<file path="src/rtl/uart_pkg.sv">
// Shared types and constants for the UART echo responder.
package uart_pkg;

    localparam int ECHO_CNT_W = 16;

    typedef enum logic [1:0] {
        RUN,
        DRAIN,
        DONE
    } echo_state_t;

endpackage

</file>
<file path="src/rtl/uart_fifo.sv">
// Single-clock byte FIFO with a registered head so consumers see no
// combinational path from push/pop to the offered byte.
module uart_fifo #(
    parameter int depth = 16
) (
    input  logic                   clock,
    input  logic                   reset,
    input  logic                   push,
    input  logic                   pop,
    input  logic [7:0]             data_in,
    output logic [7:0]             head,
    output logic [$clog2(depth):0] count,
    output logic                   full,
    output logic                   empty
);

    localparam int PW = $clog2(depth);
    localparam int CW = PW + 1;

    logic [7:0]    ram [depth];
    logic [PW-1:0] wr_ptr;
    logic [PW-1:0] rd_ptr;
    logic [PW-1:0] rd_next;

    assign rd_next = rd_ptr + 1'b1;
    assign full    = (count == CW'(depth));
    assign empty   = (count == '0);

    always_ff @(posedge clock) begin
        if (push) begin
            ram[wr_ptr] <= data_in;
        end
    end

    always_ff @(posedge clock) begin
        if (reset) begin
            wr_ptr <= '0;
            rd_ptr <= '0;
            count  <= '0;
            head   <= '0;
        end else begin
            if (push) begin
                wr_ptr <= wr_ptr + 1'b1;
            end
            if (pop) begin
                rd_ptr <= rd_next;
            end
            if (push && !pop && !full) begin
                count <= count + 1'b1;
            end else if (pop && !push && !empty) begin
                count <= count - 1'b1;
            end
            // Head bypasses the RAM whenever the incoming byte becomes the new head.
            if (pop) begin
                if (count == CW'(1)) begin
                    if (push) begin
                        head <= data_in;
                    end
                end else begin
                    head <= ram[rd_next];
                end
            end else if (empty && push) begin
                head <= data_in;
            end
        end
    end

endmodule

</file>
<file path="src/rtl/uart_echo.sv">
// Receive-side echo client: buffers received bytes, re-offers them to the
// transmitter, accumulates a checksum and flags completion of one message.
module uart_echo
    import uart_pkg::*;
#(
    parameter int depth       = 16,
    parameter int message_len = 16
) (
    input  logic                   clock,
    input  logic                   tick_reset,
    input  logic                   tick_valid,
    input  logic [7:0]             tick_data_in,
    input  logic                   tick_clear_to_send,
    input  logic                   tick_idle,
    output logic [7:0]             get_data_ret,
    output logic                   get_request_ret,
    output logic [$clog2(depth):0] get_count_ret,
    output logic                   get_overflow_ret,
    output logic [31:0]            get_checksum_ret,
    output logic                   get_done_ret
);

    localparam logic [ECHO_CNT_W-1:0] LAST = ECHO_CNT_W'(message_len - 1);

    echo_state_t           state;
    logic [ECHO_CNT_W-1:0] rx_cnt;
    logic                  full;
    logic                  empty;
    logic                  rx_active;
    logic                  push;
    logic                  pop;
    logic                  drop;

    assign get_request_ret = !empty && (state != DONE);
    assign get_done_ret    = (state == DONE);

    always_comb begin
        rx_active = tick_valid && (state == RUN);
        pop       = get_request_ret && tick_clear_to_send;
        push      = rx_active && (!full || pop);
        drop      = rx_active && full && !pop;
    end

    uart_fifo #(
        .depth(depth)
    ) u_fifo (
        .clock  (clock),
        .reset  (tick_reset),
        .push   (push),
        .pop    (pop),
        .data_in(tick_data_in),
        .head   (get_data_ret),
        .count  (get_count_ret),
        .full   (full),
        .empty  (empty)
    );

    always_ff @(posedge clock) begin
        if (tick_reset) begin
            state            <= RUN;
            rx_cnt           <= '0;
            get_overflow_ret <= 1'b0;
            get_checksum_ret <= '0;
        end else begin
            if (pop) begin
                get_checksum_ret <= get_checksum_ret + {24'd0, get_data_ret};
            end
            if (drop) begin
                get_overflow_ret <= 1'b1;
            end
            case (state)
                RUN: begin
                    if (rx_active) begin
                        rx_cnt <= rx_cnt + 1'b1;
                        if (rx_cnt == LAST) begin
                            state <= DRAIN;
                        end
                    end
                end
                DRAIN: begin
                    if (empty && tick_idle) begin
                        state <= DONE;
                    end
                end
                DONE: begin
                end
                default: state <= RUN;
            endcase
        end
    end

endmodule

</file>
<file path="config.mk">
export PLATFORM = sky130hd
export DESIGN_NAME = uart_echo
export DESIGN_NICKNAME = d
export VERILOG_FILES = /design/src/rtl/uart_pkg.sv /design/src/rtl/uart_fifo.sv /design/src/rtl/uart_echo.sv
export SDC_FILE = /design/constraint.sdc
export NUM_CORES = 1
export LEC_CHECK = 0
export CORE_ASPECT_RATIO = 0.5
export CORE_MARGIN = 4
export CORE_UTILIZATION = 45
export DETAILED_ROUTE_END_ITERATION = 12
export GPL_TIMING_DRIVEN = 0
export PLACE_DENSITY = 0.66
export SYNTH_ARGS = -nofsm -noshare
export SYNTH_HDL_FRONTEND = slang
export SYNTH_SLANG_ARGS = --single-unit
</file>
<file path="constraint.sdc">
create_clock -name clock -period 2.6 [get_ports clock]
set_clock_uncertainty 0.2 [all_clocks]
set_input_delay 0.26 -clock clock [delete_from_list [all_inputs] [get_ports clock]]
set_output_delay 0.26 -clock clock [all_outputs]
set_load 0.01 [all_outputs]
</file>
==> run_summary.xml <==
<?xml version="1.0" encoding="UTF-8"?>
<metrics>
  <group name="grt">
    <metric name="grt_overflow_total" unit="">0</metric>
    <metric name="grt_util_all_layers" unit="">0.186</metric>
    <metric name="antenna_found_initial" unit="">0</metric>
    <metric name="pin_count_of_the_biggest_net_entering_global_routing" unit="">22</metric>
    <metric name="grt_pass1_vias" unit="">5610</metric>
    <metric name="first_pass_grt_wire_length" unit="µm">31600</metric>
  </group>
  <group name="synthesis">
    <metric name="synth.net_count" unit="">684</metric>
    <metric name="postSynthRegisterBits" unit="">200</metric>
    <metric name="number_of_synthesized_flops_with_an_enable_pin" unit="">128</metric>
    <metric name="synth_top_flop_cell" unit="">sky130_fd_sc_hd__edfxtp_1</metric>
    <metric name="post_synthesis_cell_area" unit="µm²">8800</metric>
    <metric name="synthesis.area_per_instance" unit="µm²">13.5</metric>
    <metric name="synth.yosys.seq_area_share" unit="">0.601</metric>
    <metric name="asyncSetResetFlopFracSynth" unit="">0</metric>
    <metric name="yosysWarnings" unit="">0</metric>
    <metric name="yosysUniqueCellTypes" unit="">65</metric>
    <metric name="syn_inst" unit="">652</metric>
  </group>
  <group name="floorplanning">
    <metric name="starting_density" unit="">0.468</metric>
    <metric name="fp.coreArea" unit="µm²">18800</metric>
    <metric name="rows" unit="">35</metric>
    <metric name="die_h" unit="µm">107</metric>
    <metric name="top_level_ports" unit="">61</metric>
    <metric name="die_area" unit="µm²">22000</metric>
    <metric name="floorplan.die.width" unit="µm">206</metric>
  </group>
  <group name="setup_path">
    <metric name="critical_path_arrival" unit="ps">2640</metric>
    <metric name="path_buf_inv" unit="">1</metric>
    <metric name="worstPathRequired" unit="ps">2710</metric>
    <metric name="timing.reg2reg.setup_slack" unit="ps">70</metric>
    <metric name="end_kind" unit="">flip-flop</metric>
    <metric name="crit_path_start_kind" unit="">flip-flop</metric>
    <metric name="setup.worst_path.class" unit="">flip-flop to flip-flop</metric>
    <metric name="worst-path-max-fanout" unit="">9</metric>
    <metric name="critical_path.top_delay_family" unit="">compound AO/OA/AOI/OAI gates</metric>
    <metric name="crit_path_top_delay_cell" unit="">sky130_fd_sc_hd__a2111oi_4</metric>
    <metric name="timing.critical_path.cells" unit="">ha_1 &gt; a21o_1 &gt; a211o_1 &gt; a2111oi_4 &gt; buf_6 &gt; nor4_2 &gt; mux2_4</metric>
    <metric name="critPathMaxStageDelay" unit="ps">460</metric>
  </group>
  <group name="cells_and_area">
    <metric name="mostFrequentLayoutCells" unit="">sky130_fd_sc_hd__edfxtp_1 (128), sky130_fd_sc_hd__dfxtp_1 (68), sky130_fd_sc_hd__clkdlybuf4s50_1 (59), sky130_fd_sc_hd__nor2_1 (54), sky130_fd_sc_hd__nand2_1 (38)</metric>
    <metric name="final_common_cell" unit="">sky130_fd_sc_hd__edfxtp_1</metric>
    <metric name="area_overhead_of_the_layout_relative_to_synthesis" unit="%">22.4</metric>
    <metric name="fin_nets" unit="">776</metric>
    <metric name="postLayoutCellArea" unit="µm²">10800</metric>
    <metric name="final_cell_count_no_fill" unit="">1016</metric>
    <metric name="antenna-diode-count" unit="">0</metric>
    <metric name="layout-drive-gt1-share" unit="">0.229</metric>
  </group>
  <group name="clock_network">
    <metric name="clkTransAtPathRegs" unit="ps">80</metric>
    <metric name="cts.sinks" unit="">200</metric>
    <metric name="cts_tree" unit="">built</metric>
    <metric name="clk-insertion-delay-late" unit="ps">440</metric>
    <metric name="tritoncts.num_buffers" unit="">17</metric>
    <metric name="cts_buffer_depth" unit="">2</metric>
    <metric name="htree_levels" unit="">4</metric>
    <metric name="clock_tree_root_buffer_cell" unit="">sky130_fd_sc_hd__clkbuf_16</metric>
  </group>
  <group name="sta">
    <metric name="count_of_final_hold_check_violations" unit="">0</metric>
    <metric name="final_max_slew_viol_count" unit="">0</metric>
    <metric name="setup_violation_total_in_the_final_timing_report" unit="">0</metric>
    <metric name="timing.final.crit_share" unit="">0.972</metric>
    <metric name="final.min_clock_period" unit="ps">2530</metric>
    <metric name="rsz0062_at_grt" unit="">yes</metric>
    <metric name="fin_worst_hold_slack" unit="ps">276</metric>
    <metric name="tightest_slew" unit="ps">775</metric>
    <metric name="timing.max_slew.rel_slack" unit="">0.479</metric>
    <metric name="maxClockFrequency" unit="MHz">396</metric>
  </group>
  <group name="power_and_ir_drop">
    <metric name="post-layout-total-power" unit="mW">9.30</metric>
    <metric name="vdd_drop_max" unit="mV">0.377</metric>
    <metric name="cellLeakagePower" unit="nW">3.50</metric>
    <metric name="power_per_cell_area" unit="nW/µm²">864</metric>
  </group>
  <group name="route">
    <metric name="firstDrtPassIters" unit="">5</metric>
    <metric name="vias" unit="">5770</metric>
    <metric name="post_drt_wl_per_cell" unit="µm">19.7</metric>
    <metric name="detail_route.iter0.violations" unit="">518</metric>
    <metric name="detail_route.wirelength" unit="µm">20000</metric>
    <metric name="drt.antenna.violating_nets" unit="">0</metric>
    <metric name="via_per_inst" unit="">5.68</metric>
    <metric name="detail_route.drc_violations" unit="">0</metric>
  </group>
  <group name="placement">
    <metric name="dpl.cell_count" unit="">971</metric>
    <metric name="post_dp_cell_area" unit="µm²">9720</metric>
    <metric name="io_buffer_count" unit="">60</metric>
    <metric name="estimated_wirelength_of_the_detail_placed_design" unit="µm">13000</metric>
    <metric name="place_congestion" unit="">0.797</metric>
  </group>
  <group name="flow_run">
    <metric name="max_cap_violations" unit="">0</metric>
  </group>
  <group name="run_status">
    <metric name="run_status" unit="">finished, final reports clean</metric>
  </group>
  <group name="worst_hold_path">
    <metric name="hold_class" unit="">flip-flop to flip-flop</metric>
  </group>
</metrics>
[cell type report]
type	count	area, µm²
multi-input combinational	412	3580
inverter	10	40.0
tap	259	324
clock inverter	15	188
timing repair buffer	74	754
clock buffer	17	425
buffer	29	158
sequential	200	5300
fill	1455	8020
[Yosys cell counts, drive strengths merged, types with 3 or more instances]
master | n | area [µm²]
nor2b | 9 | 56.3
a21o | 4 | 30.0
or4 | 8 | 60.1
nor4b | 3 | 41.3
xor2 | 23 | 209
nor3 | 12 | 85.1
nand2b | 3 | 18.8
and4 | 4 | 35.0
edfxtp | 128 | 3840
mux2 | 22 | 267
and3 | 4 | 25.0
mux4 | 33 | 743
ha | 18 | 225
or3 | 8 | 50.1
a211oi | 3 | 22.5
nor2 | 67 | 251
nand3 | 18 | 90.1
a22oi | 8 | 60.1
a311oi | 9 | 78.8
a21oi | 31 | 155
buf | 16 | 91.3
nand3b | 5 | 37.5
clkbuf | 14 | 52.6
nor4 | 8 | 77.6
o21ai | 16 | 83.8
a2111oi | 3 | 45.1
inv | 10 | 40.0
xnor2 | 9 | 78.8
o31ai | 9 | 67.6
nand4 | 10 | 62.6
dfxtp | 72 | 1440
nand2 | 41 | 154
[logic make-up after synthesis]
kind of cell	count (synthesis)	synth area share
adder cells (fa/ha/maj)	19	0.0279
buffers and inverters	40	0.0209
XOR/XNOR	32	0.0327
AND/OR/NAND/NOR	211	0.130
flip-flops	200	0.601
AO/OA/AOI/OAI	93	0.0707
multiplexers	57	0.117
[worst min-delay path, cell delays in order, from the launching register on]
cell and delay, ps:
sky130_fd_sc_hd__dfxtp_1 330, sky130_fd_sc_hd__nand2_1 60, sky130_fd_sc_hd__a21oi_1 50
[state kept, by name (all words and copies together) (netlist names)]
| register | flops |
|---|---|
| get_checksum_ret | 32 |
| u_fifo.wr_ptr | 4 |
| get_overflow_ret | 1 |
| u_fifo.ram | 128 |
| state | 2 |
| rx_cnt | 16 |
| u_fifo.head | 8 |
| u_fifo.count | 5 |
| u_fifo.rd_ptr | 4 |
[worst paths after layout]
check / startpoint / to / cells past startpoint
max: u_fifo.head[1]$_SDFFE_PP0P_ / get_checksum_ret[11]$_SDFFE_PP0N_ / 7
min: rx_cnt[1]$_SDFFE_PP0P_ / rx_cnt[1]$_SDFFE_PP0P_ / 2
max reg2reg: u_fifo.head[1]$_SDFFE_PP0P_ / get_checksum_ret[11]$_SDFFE_PP0N_ / 7
min reg2reg: rx_cnt[1]$_SDFFE_PP0P_ / rx_cnt[1]$_SDFFE_PP0P_ / 2
[where the power goes]
part           internal (mW)  switching, mW  total [mW]  leakage, nW
registers               3.59          0.213        3.80         1.74
logic                   1.32           1.45        2.76         1.46
clock network           1.40           1.34        2.74        0.295
[metrics by stage]
stage / util / setup TNS [ps] / setup WS (ps)
floorplan: - / -4480 / -185
global route: 0.573 / -107 / -38.1
global placement: 0.517 / -99980 / -1160
CTS: 0.566 / 0 / 8.84
detailed placement: 0.517 / -104250 / -1210
finish: 0.573 / 0 / 72.1
[layer usage]
layer / wire [µm] / track usage
met2: 9310 / 0.292
met1: 9350 / 0.271
met3: 1180 / 0.0411
met5: 0 / 0
met4: 181 / 0.0368
[what timing repair did]
action                     4_1_cts  5_1_grt
setup endpoints to repair      148      160
hold buffers                     0        0
buffers inserted                 9        5
hold endpoints to repair         0        0
resized for setup               49       24
pin swaps                        7        6
(Power assumes the default switching activity.)
